--- src/rtl/timer_pkg.sv ---
// Register map, bit positions and bus constants shared by the timer and its users.
package timer_pkg;

  localparam int WORD_DATA_W = 32;

  localparam logic READ     = 1'b1;
  localparam logic WRITE    = 1'b0;
  localparam logic ENABLE   = 1'b1;
  localparam logic DISABLE  = 1'b0;
  localparam logic ENABLE_  = 1'b0;
  localparam logic DISABLE_ = 1'b1;

  localparam logic [1:0] TIMER_ADDR_CTRL    = 2'd0;
  localparam logic [1:0] TIMER_ADDR_INTR    = 2'd1;
  localparam logic [1:0] TIMER_ADDR_EXPR    = 2'd2;
  localparam logic [1:0] TIMER_ADDR_COUNTER = 2'd3;

  localparam int TIMER_START_LOC = 0;
  localparam int TIMER_MODE_LOC  = 1;
  localparam int TIMER_IRQ_LOC   = 0;
  localparam int TIMER_PRESC_LOC = 8;

  typedef enum logic {
    TIMER_MODE_ONE_SHOT = 1'b0,
    TIMER_MODE_PERIODIC = 1'b1
  } timer_mode_e;

endpackage

--- src/rtl/timer.sv ---
// Memory-mapped interval timer with a sticky level IRQ; one-shot and periodic modes.
// Optional prescaler on CTRL[15:8] is enabled by defining TIMER_PRESCALER_EN.
module timer
  import timer_pkg::*;
#(
  parameter int CNT_W   = 32,
  parameter int PRESC_W = 8
) (
  input  logic                   clk,
  input  logic                   reset,
  input  logic                   cs_,
  input  logic                   as_,
  input  logic                   rw,
  input  logic [1:0]             addr,
  input  logic [WORD_DATA_W-1:0] wr_data,
  output logic [WORD_DATA_W-1:0] rd_data,
  output logic                   rdy_,
  output logic                   irq
);

  if (CNT_W > WORD_DATA_W) begin : gCntWidthCheck
    $error("timer: CNT_W must not exceed WORD_DATA_W");
  end
  if (PRESC_W > 8) begin : gPrescWidthCheck
    $error("timer: PRESC_W must fit in CTRL[15:8]");
  end

  logic                   access, wrEn, rdEn, ctrlWrite, tick, expiry;
  logic                   start_q, start_d;
  timer_mode_e            mode_q, mode_d;
  logic [CNT_W-1:0]       expr_q, expr_d;
  logic [CNT_W-1:0]       counter_q, counter_d;
  logic                   irq_q, irq_d;
  logic                   rdy_q, rdy_d;
  logic [WORD_DATA_W-1:0] rdData_q, rdData_d;
  logic [WORD_DATA_W-1:0] ctrlWord, regVal;

  assign access    = (cs_ == ENABLE_) && (as_ == ENABLE_);
  assign wrEn      = access && (rw == WRITE);
  assign rdEn      = access && (rw == READ);
  assign ctrlWrite = wrEn && (addr == TIMER_ADDR_CTRL);

`ifdef TIMER_PRESCALER_EN
  logic [PRESC_W-1:0] presc_q, presc_d;
  logic [PRESC_W-1:0] tick_q, tick_d;

  // Tick counter restarts whenever the timer is idle or CTRL is rewritten.
  assign tick = (tick_q == presc_q);

  always_comb begin
    presc_d = presc_q;
    tick_d  = tick_q;
    if (ctrlWrite) begin
      presc_d = wr_data[TIMER_PRESC_LOC +: PRESC_W];
      tick_d  = '0;
    end else if (!start_q || tick) begin
      tick_d = '0;
    end else begin
      tick_d = tick_q + PRESC_W'(1);
    end
  end

  always_ff @(posedge clk or posedge reset) begin
    if (reset) begin
      presc_q <= '0;
      tick_q  <= '0;
    end else begin
      presc_q <= presc_d;
      tick_q  <= tick_d;
    end
  end
`else
  assign tick = 1'b1;
`endif

  assign expiry = start_q && tick && (counter_q == expr_q);

  always_comb begin
    ctrlWord                  = '0;
    ctrlWord[TIMER_START_LOC] = start_q;
    ctrlWord[TIMER_MODE_LOC]  = mode_q;
`ifdef TIMER_PRESCALER_EN
    ctrlWord[TIMER_PRESC_LOC +: PRESC_W] = presc_q;
`endif
    regVal = '0;
    case (addr)
      TIMER_ADDR_CTRL:    regVal = ctrlWord;
      TIMER_ADDR_INTR:    regVal[TIMER_IRQ_LOC] = irq_q;
      TIMER_ADDR_EXPR:    regVal[CNT_W-1:0] = expr_q;
      TIMER_ADDR_COUNTER: regVal[CNT_W-1:0] = counter_q;
      default:            regVal = '0;
    endcase
  end

  // Counting first, then bus writes override; an expiry always leaves irq set.
  always_comb begin
    start_d   = start_q;
    mode_d    = mode_q;
    expr_d    = expr_q;
    counter_d = counter_q;
    irq_d     = irq_q;
    if (start_q && tick) begin
      if (expiry) begin
        counter_d = '0;
        irq_d     = ENABLE;
        if (mode_q == TIMER_MODE_ONE_SHOT) start_d = 1'b0;
      end else begin
        counter_d = counter_q + CNT_W'(1);
      end
    end
    if (wrEn) begin
      case (addr)
        TIMER_ADDR_CTRL: begin
          start_d = wr_data[TIMER_START_LOC];
          mode_d  = timer_mode_e'(wr_data[TIMER_MODE_LOC]);
        end
        TIMER_ADDR_INTR:    irq_d     = wr_data[TIMER_IRQ_LOC];
        TIMER_ADDR_EXPR:    expr_d    = wr_data[CNT_W-1:0];
        TIMER_ADDR_COUNTER: counter_d = wr_data[CNT_W-1:0];
        default:            ;
      endcase
    end
    if (expiry) irq_d = ENABLE;
    rdData_d = rdEn ? regVal : '0;
    rdy_d    = access ? ENABLE_ : DISABLE_;
  end

  always_ff @(posedge clk or posedge reset) begin
    if (reset) begin
      start_q   <= 1'b0;
      mode_q    <= TIMER_MODE_ONE_SHOT;
      expr_q    <= '0;
      counter_q <= '0;
      irq_q     <= DISABLE;
      rdy_q     <= DISABLE_;
      rdData_q  <= '0;
    end else begin
      start_q   <= start_d;
      mode_q    <= mode_d;
      expr_q    <= expr_d;
      counter_q <= counter_d;
      irq_q     <= irq_d;
      rdy_q     <= rdy_d;
      rdData_q  <= rdData_d;
    end
  end

  assign rd_data = rdData_q;
  assign rdy_    = rdy_q;
  assign irq     = irq_q;

endmodule

--- config.mk ---
export PLATFORM = sky130hd
export DESIGN_NAME = timer
export DESIGN_NICKNAME = d
export VERILOG_FILES = /design/src/rtl/timer_pkg.sv /design/src/rtl/timer.sv
export SDC_FILE = /design/constraint.sdc
export NUM_CORES = 1
export LEC_CHECK = 0
export CAP_MARGIN = 20
export CORE_MARGIN = 4
export CORE_UTILIZATION = 40
export DETAILED_ROUTE_END_ITERATION = 8
export HOLD_SLACK_MARGIN = 0.12
export PLACE_DENSITY_LB_ADDON = 0.2
export SLEW_MARGIN = 20
export SYNTH_ARGS = -nofsm -noshare
export SYNTH_HDL_FRONTEND = slang
export SYNTH_SLANG_ARGS = --single-unit
export TNS_END_PERCENT = 10
--- constraint.sdc ---
create_clock -name clk -period 3.3 [get_ports clk]
set_input_delay 0.495 -clock clk [delete_from_list [all_inputs] [get_ports clk]]
set_output_delay 0.495 -clock clk [all_outputs]
set_load 0.05 [all_outputs]
==> results of run 1 <==
==> cells in the mapped netlist, types with 2 or more instances <==
master     n  area share
o31ai_2    4      0.0097
mux2i_1   31       0.060
buf_4      3      0.0043
buf_6      4      0.0087
nand4b_1   3      0.0051
xnor2_1   27       0.046
nor3_2     2      0.0039
clkbuf_1   9      0.0065
a21oi_1    3      0.0029
and4_1     4      0.0068
nand2_1   45       0.033
buf_2     15       0.014
nor4_4     2      0.0082
xor2_1    36       0.061
nand4_1    9       0.011
or3_1      2      0.0024
nor4_1    15       0.018
o31ai_1   27       0.039
nor3_1    12       0.012
dfrtp_1   99        0.48
nor3b_1    2      0.0029
and3_1     6      0.0072
inv_1     10      0.0072
nand3_1   11       0.011
mux2_2    34       0.074
buf_1      3      0.0022
nor2_1    48       0.035
==> per-layer routing <==
metal  vias to the layer above  global-route usage
met5                         -                   0
met4                         0              0.0448
met3                         6              0.0469
met2                        84               0.286
met1                      1820               0.243
li1                       1777                   -
==> flip-flops by register name (all words and copies together) (netlist names) <==
signal,count
expr_q,32
rd_data,32
rdy_,1
counter_q,32
mode_q,1
start_q,1
irq,1
==> final cells by class <==
cell class                      instances  area share
Clock buffer                           12      0.0393
Inverter                               10     0.00639
Sequential cell                       100       0.399
Multi-Input combinational cell        333       0.390
Tap cell                              172      0.0343
Timing Repair Buffer                   82       0.130
==> worst min path at each step <==
stage	end	cells after the start	from	slack [ps]
floorplan	mode_q	1	mode_q	500
CTS	expr_q[27]	2	reset	550
global placement	mode_q	1	mode_q	530
global route	expr_q[27]	2	reset	580
finish	expr_q[27]	2	reset	540
detailed placement	mode_q	1	mode_q	530
==> stage by stage <==
| step | util | area [um^2] | setup WS (ps) | total power, mW |
|---|---|---|---|---|
| 3_3_place_gp | 0.475 | 6020 | 934 | 2.81 |
| 2_1_floorplan | - | 5180 | 188 | 2.52 |
| 3_5_place_dp | 0.475 | 6020 | 887 | 2.84 |
| 6_report | 0.495 | 6270 | 892 | 3.76 |
| 4_1_cts | 0.495 | 6270 | 867 | 3.80 |
| 5_1_grt | 0.495 | 6270 | 683 | 3.98 |
==> kinds of logic after synthesis <==
group	count (synthesis)	synth area share
AO/OA/AOI/OAI	38	0.0584
XOR/XNOR	63	0.106
multiplexers	66	0.138
AND/OR/NAND/NOR	165	0.165
buffers and inverters	45	0.0461
flip-flops	100	0.483
adder cells (fa/ha/maj)	1	0.00241
==> power by group <==
group          internal [mW]  switching (mW)  leakage, nW
clock                  0.516           0.422        0.120
sequential              1.46           0.360         1.27
combinational          0.478           0.521         1.21
==> summary.md, run 1 <==
| Metric | Value |
|---|---|
| Root Driver | `clkbuf_16` |
| Asr flop ratio synth | `1.00` |
| Crit path from | `counter_q[18]` |
| Fmax | `415 MHz` |
| PD cells | `599 mW/mm^2` |
| Crit end category | `flip-flop` |
| Flop-to-flop setup slack | `890 ps` |
| 1st-iter DRT viols | `251` |
| Antenna Cells | `0` |
| Peak VDD IR | `0.322 mV` |
| Die height | `122 um` |
| Setup violations, final | `0` |
| Delay-heaviest family, CP | `simple AND/OR/NAND/NOR gates` |
| Worst reg2reg path depth | `6` |
| CP Launch Type | `flip-flop` |
| Metal2 WL | `5.98 mm` |
| Status | `finished clean` |
| Clock latency of the later-clocked register in the worst-skew pair | `350 ps` |
| Grt ovf | `0` |
| Post-CTS Setup Repair Bufs | `0` |
| Drt pass-1 iters | `4` |
| Synth Warn # | `0` |
| Layout fillers | `1199` |
| Vias | `3687` |
| Core Region | `0.0127 mm^2` |
| R2r endpoint | `counter_q[30]` |
| Non-Filler Instances | `709` |
| Cts bufs inserted | `9` |
| H-tree depth | `3` |
| Final TNS setup | `0 ps` |
| Mapped Cells | `478` |
| P&R area growth vs syn | `21.0%` |
| Antenna violations before repair | `0` |
| Worst-Margin Slew | `693 ps` |
| Top FF cell, synth | `dfrtp_1` |
| Slew Viols, Final | `0` |
| Synth Area per Inst | `10.8 um^2` |
| Leakage | `2.59 nW` |
| Placed cell count | `697` |
| Most common cell after layout, fill and taps aside | `dfrtp_1` |
| Final HPWL DP | `8.94 mm` |
| Hold Violations, Final | `0` |
| Max-Slew Margin vs Limit | `0.535` |
| Wire length on met1 | `5.67 mm` |
| Clk_skew | `7.65 ps` |
| Library cells used by synthesis | `39` |
| R2r startpoint | `counter_q[18]` |
| Starting Density | `0.409` |
| Cell area after synthesis | `0.00518 mm^2` |
| Syn nets | `518` |
| Post-Route WL | `12.3 mm` |
| CP peak stage delay | `670 ps` |
| Post-synth EDFFs | `0` |
| Largest net degree at the start of global routing | `46` |
| Post_cts resized | `0` |
| FF/Latch Area | `0.00250 mm^2` |
| IO Pins | `73` |
| Uppermost layer routed | `met4` |
| Critical path peak fanout | `12` |
| Vias in the first global route | `3835` |
| TritonCTS clock tree | `done` |
| Critical Path RT | `3510 ps` |
| Wire per inst | `17.4 um` |
| Routed length on met3 | `556 um` |
| Max clock buf depth | `2` |
| Final Wtd Congestion | `0.835` |
| Chip Width | `122 um` |
| Final ANT Viol Nets | `0` |
| Number of max-cap violations | `0` |
| WP buf/inv | `1` |
| Clock sink total | `100` |
| Area of the multi-input gates | `0.00245 mm^2` |
| CP Cell Sequence | `xor2_1, nor4_1, nand4b_1, nor4_4, buf_4, o31ai_1` |
| Sequential area share after synthesis | `0.483` |
| Hold WC Path Type | `in2async` |
| Post-CTS Hold Buffers | `0` |
| CP arrival | `2620 ps` |
| Number of synthesized register bits | `100` |
| RSZ-0062 raised after global routing | `false` |
| Die ar. | `0.0148 mm^2` |
| DRC | `0` |
| Worst Setup EP | `counter_q[30]` |
| Post-route clock period utilization | `0.730` |
| Min cycle time layout | `2410 ps` |
| First-pass GRT wire length | `20.5 mm` |
| Crit path kind | `reg2reg` |
| Final net count | `576` |
| Fin Hold WS | `541 ps` |
| FP Rows | `41` |
| Fraction of layout cells with a size suffix above 1 | `0.132` |
| Port Buf Inserts | `72` |
| Most frequent cells in the layout | `99 x dfrtp_1, 71 x clkdlybuf4s50_1, 47 x nor2_1, 45 x nand2_1, 36 x xor2_1` |
| Crit path depth | `6` |
| Gr usage total | `0.179` |
| Via density | `5.20` |
| Reg clk slew, reported paths | `60 ps` |
| Slowest-stage cell, CP | `nor4_4` |
Note: power is estimated with default switching activity, not from simulation.
==> inputs of run 2 (changes only) <==
==> constraint.sdc (replaced) <==
create_clock -name clk -period 2.5 [get_ports clk]
set_input_delay 0.375 -clock clk [delete_from_list [all_inputs] [get_ports clk]]
set_output_delay 0.375 -clock clk [all_outputs]
set_load 0.05 [all_outputs]
==> run 2 against run 1 <==
Sequential share of layout area fell by 0.35 points. Flip-flop and latch count unchanged. Hold slack worse by 21 ps. Critical path type unchanged. Largest power group unchanged. Combinational power is 30% higher. Fmax up 12%. Cell area rose by 0.88%. Global-route usage down 0.65 points. Clock skew decreased by 1.4 ps. Wire length fell by 3.1%.
==> summary.md, run 2 (same netlist as run 1, synthesis figures left out) <==
| Metric | Value |
|---|---|
| Peak VDD IR | `0.333 mV (was 0.322 mV)` |
| IO Pins | `73 (unchanged)` |
| FP Rows | `41 (unchanged)` |
| Final HPWL DP | `8.37 mm (was 8.94 mm)` |
| Clk_skew | `6.24 ps (was 7.65 ps)` |
| Final net count | `575 (was 576)` |
| CP arrival | `2360 ps (was 2620 ps)` |
| WP buf/inv | `1 (unchanged)` |
| Crit path kind | `reg2reg (unchanged)` |
| Cts bufs inserted | `9 (unchanged)` |
| Via density | `5.13 (was 5.20)` |
| Clock latency of the later-clocked register in the worst-skew pair | `340 ps (was 350 ps)` |
| Post-CTS Hold Buffers | `0 (unchanged)` |
| Placed cell count | `696 (was 697)` |
| Antenna violations before repair | `0 (unchanged)` |
| Largest net degree at the start of global routing | `101 (was 46)` |
| Starting Density | `0.409 (unchanged)` |
| Crit path depth | `6 (unchanged)` |
| Critical Path RT | `2710 ps (was 3510 ps)` |
| Die height | `122 um (unchanged)` |
| 1st-iter DRT viols | `261 (was 251)` |
| Number of max-cap violations | `0 (unchanged)` |
| Port Buf Inserts | `72 (unchanged)` |
| PD cells | `808 mW/mm^2 (was 599 mW/mm^2)` |
| Met3 Track Usage GR | `0.0279 (was 0.0469)` |
| Busiest grt layer | `met2 (unchanged)` |
| Fmax | `466 MHz (was 415 MHz)` |
| Flop-to-flop setup slack | `360 ps (was 890 ps)` |
| Hold WC Path Type | `in2async (unchanged)` |
| Grt ovf | `0 (unchanged)` |
| Wire per inst | `16.8 um (was 17.4 um)` |
| Vias | `3654 (was 3687)` |
| Worst-Margin Slew | `549 ps (was 693 ps)` |
| DRC | `0 (unchanged)` |
| Design area | `0.00632 mm^2 (was 0.00627 mm^2)` |
| Status | `finished clean (unchanged)` |
| P&R area growth vs syn | `22.0% (was 21.0%)` |
| Die ar. | `0.0148 mm^2 (unchanged)` |
| Delay-heaviest family, CP | `simple AND/OR/NAND/NOR gates (unchanged)` |
| Most frequent cells in the layout | `99 x dfrtp_1, 71 x clkdlybuf4s50_1, 47 x nor2_1, 45 x nand2_1, 36 x xor2_1 (unchanged)` |
| Placed Area | `0.00602 mm^2 (about the same)` |
| R2r endpoint | `counter_q[10] (was counter_q[30])` |
| R2r startpoint | `counter_q[18] (unchanged)` |
| Post-route clock period utilization | `0.858 (was 0.730)` |
| RSZ-0062 raised after global routing | `false (unchanged)` |
| Min cycle time layout | `2140 ps (was 2410 ps)` |
| Core Region | `0.0127 mm^2 (unchanged)` |
| Overall Power | `5.11 mW (was 3.76 mW)` |
| Antenna Cells | `0 (unchanged)` |
| H-tree depth | `3 (unchanged)` |
| Root Driver | `clkbuf_16 (unchanged)` |
| CP peak stage delay | `490 ps (was 670 ps)` |
| Post_cts resized | `0 (unchanged)` |
| Non-Filler Instances | `712 (was 709)` |
| CP Cell Sequence | `xor2_1, nor4_1, nand4b_1, nor4_4, buf_4, o31ai_1 (unchanged)` |
| Critical path peak fanout | `19 (was 12)` |
| Hold Violations, Final | `0 (unchanged)` |
| Setup violations, final | `0 (unchanged)` |
| Leakage | `2.61 nW (was 2.59 nW)` |
| Final Core Density | `0.499 (was 0.495)` |
| Max-Slew Margin vs Limit | `0.634 (was 0.535)` |
| Fraction of layout cells with a size suffix above 1 | `0.135 (was 0.132)` |
| Post-Route WL | `11.9 mm (was 12.3 mm)` |
| Met1 Use GR | `0.237 (was 0.243)` |
| Final ANT Viol Nets | `0 (unchanged)` |
| Slew Viols, Final | `0 (unchanged)` |
| Crit end category | `flip-flop (unchanged)` |
| GR Layer Usage met2 | `0.273 (was 0.286)` |
| Drt pass-1 iters | `4 (unchanged)` |
| Crit path from | `counter_q[18] (unchanged)` |
| TritonCTS clock tree | `done (unchanged)` |
| Most common cell after layout, fill and taps aside | `dfrtp_1 (unchanged)` |
| Slowest-stage cell, CP | `dfrtp_1 (was nor4_4)` |
| Max clock buf depth | `2 (unchanged)` |
| Vias in the first global route | `3765 (was 3835)` |
| Gr usage total | `0.172 (was 0.179)` |
| CP Launch Type | `flip-flop (unchanged)` |
| Final TNS setup | `0 ps (unchanged)` |
| First-pass GRT wire length | `19.7 mm (was 20.5 mm)` |
| Reg clk slew, reported paths | `60 ps (about the same)` |
| Worst reg2reg path depth | `6 (unchanged)` |
| Chip Width | `122 um (unchanged)` |
| Clock sink total | `100 (unchanged)` |
| Final Wtd Congestion | `0.842 (was 0.835)` |
| Post-CTS Setup Repair Bufs | `0 (unchanged)` |
-- run 2: cell types whose count changed in the layout (fill, tap and decap cells not counted) --
cell,before,now
clkbuf_8,1,3
buf_4,8,7
clkinvlp_4,0,1
inv_4,1,0
bufinv_16,0,1
clkbuf_1,2,3
-- run 2: how the worst max path moves through the flow --
stage | to | slack, ps
floorplan | counter_q[10] | 650
global placement | expr_q[16] | 310
detailed placement | expr_q[22] | 240
CTS | counter_q[10] | 370
global route | counter_q[16] | 190
finish | counter_q[10] | 360
-- run 2: worst reg2reg max path, stage by stage (launching register included) --
cell      delay, ps
dfrtp_1         490
xor2_1          250
nor4_1          330
nand4b_1        190
nor4_4          290
buf_4           320
o31ai_1         140
-- run 2: cell type report --
class,count,area (um^2)
multi-input combinational,333,2450
sequential,100,2500
timing repair buffer,81,808
clock buffer,15,278
fill,1200,6350
tap,172,215
inverter,10,41.3
clock inverter,1,30.0
-- run 2: through the flow --
step / setup slack [ps] / hold WS, ps
5_1_grt: 191 / 573
6_report: 356 / 519
3_3_place_gp: 307 / 519
2_1_floorplan: 653 / 488
4_1_cts: 372 / 543
3_5_place_dp: 239 / 529
-- run 2: power breakdown --
part | total, mW | leakage [nW] | switching [mW] | internal (mW)
logic | 1.30 | 1.20 | 0.667 | 0.629
clock network | 1.42 | 0.150 | 0.563 | 0.860
registers | 2.39 | 1.27 | 0.462 | 1.93
total | 5.11 | 2.61 | 1.69 | 3.42
-- run 2: metal layers --
| metal | routed length (um) | vias to the layer above | share of wire |
|---|---|---|---|
| li1 | - | 1784 | - |
| met5 | 0 | - | 0 |
| met1 | 5620 | 1784 | 0.47 |
| met3 | 411 | 15 | 0.034 |
| met2 | 5670 | 71 | 0.48 |
| met4 | 235 | 0 | 0.020 |
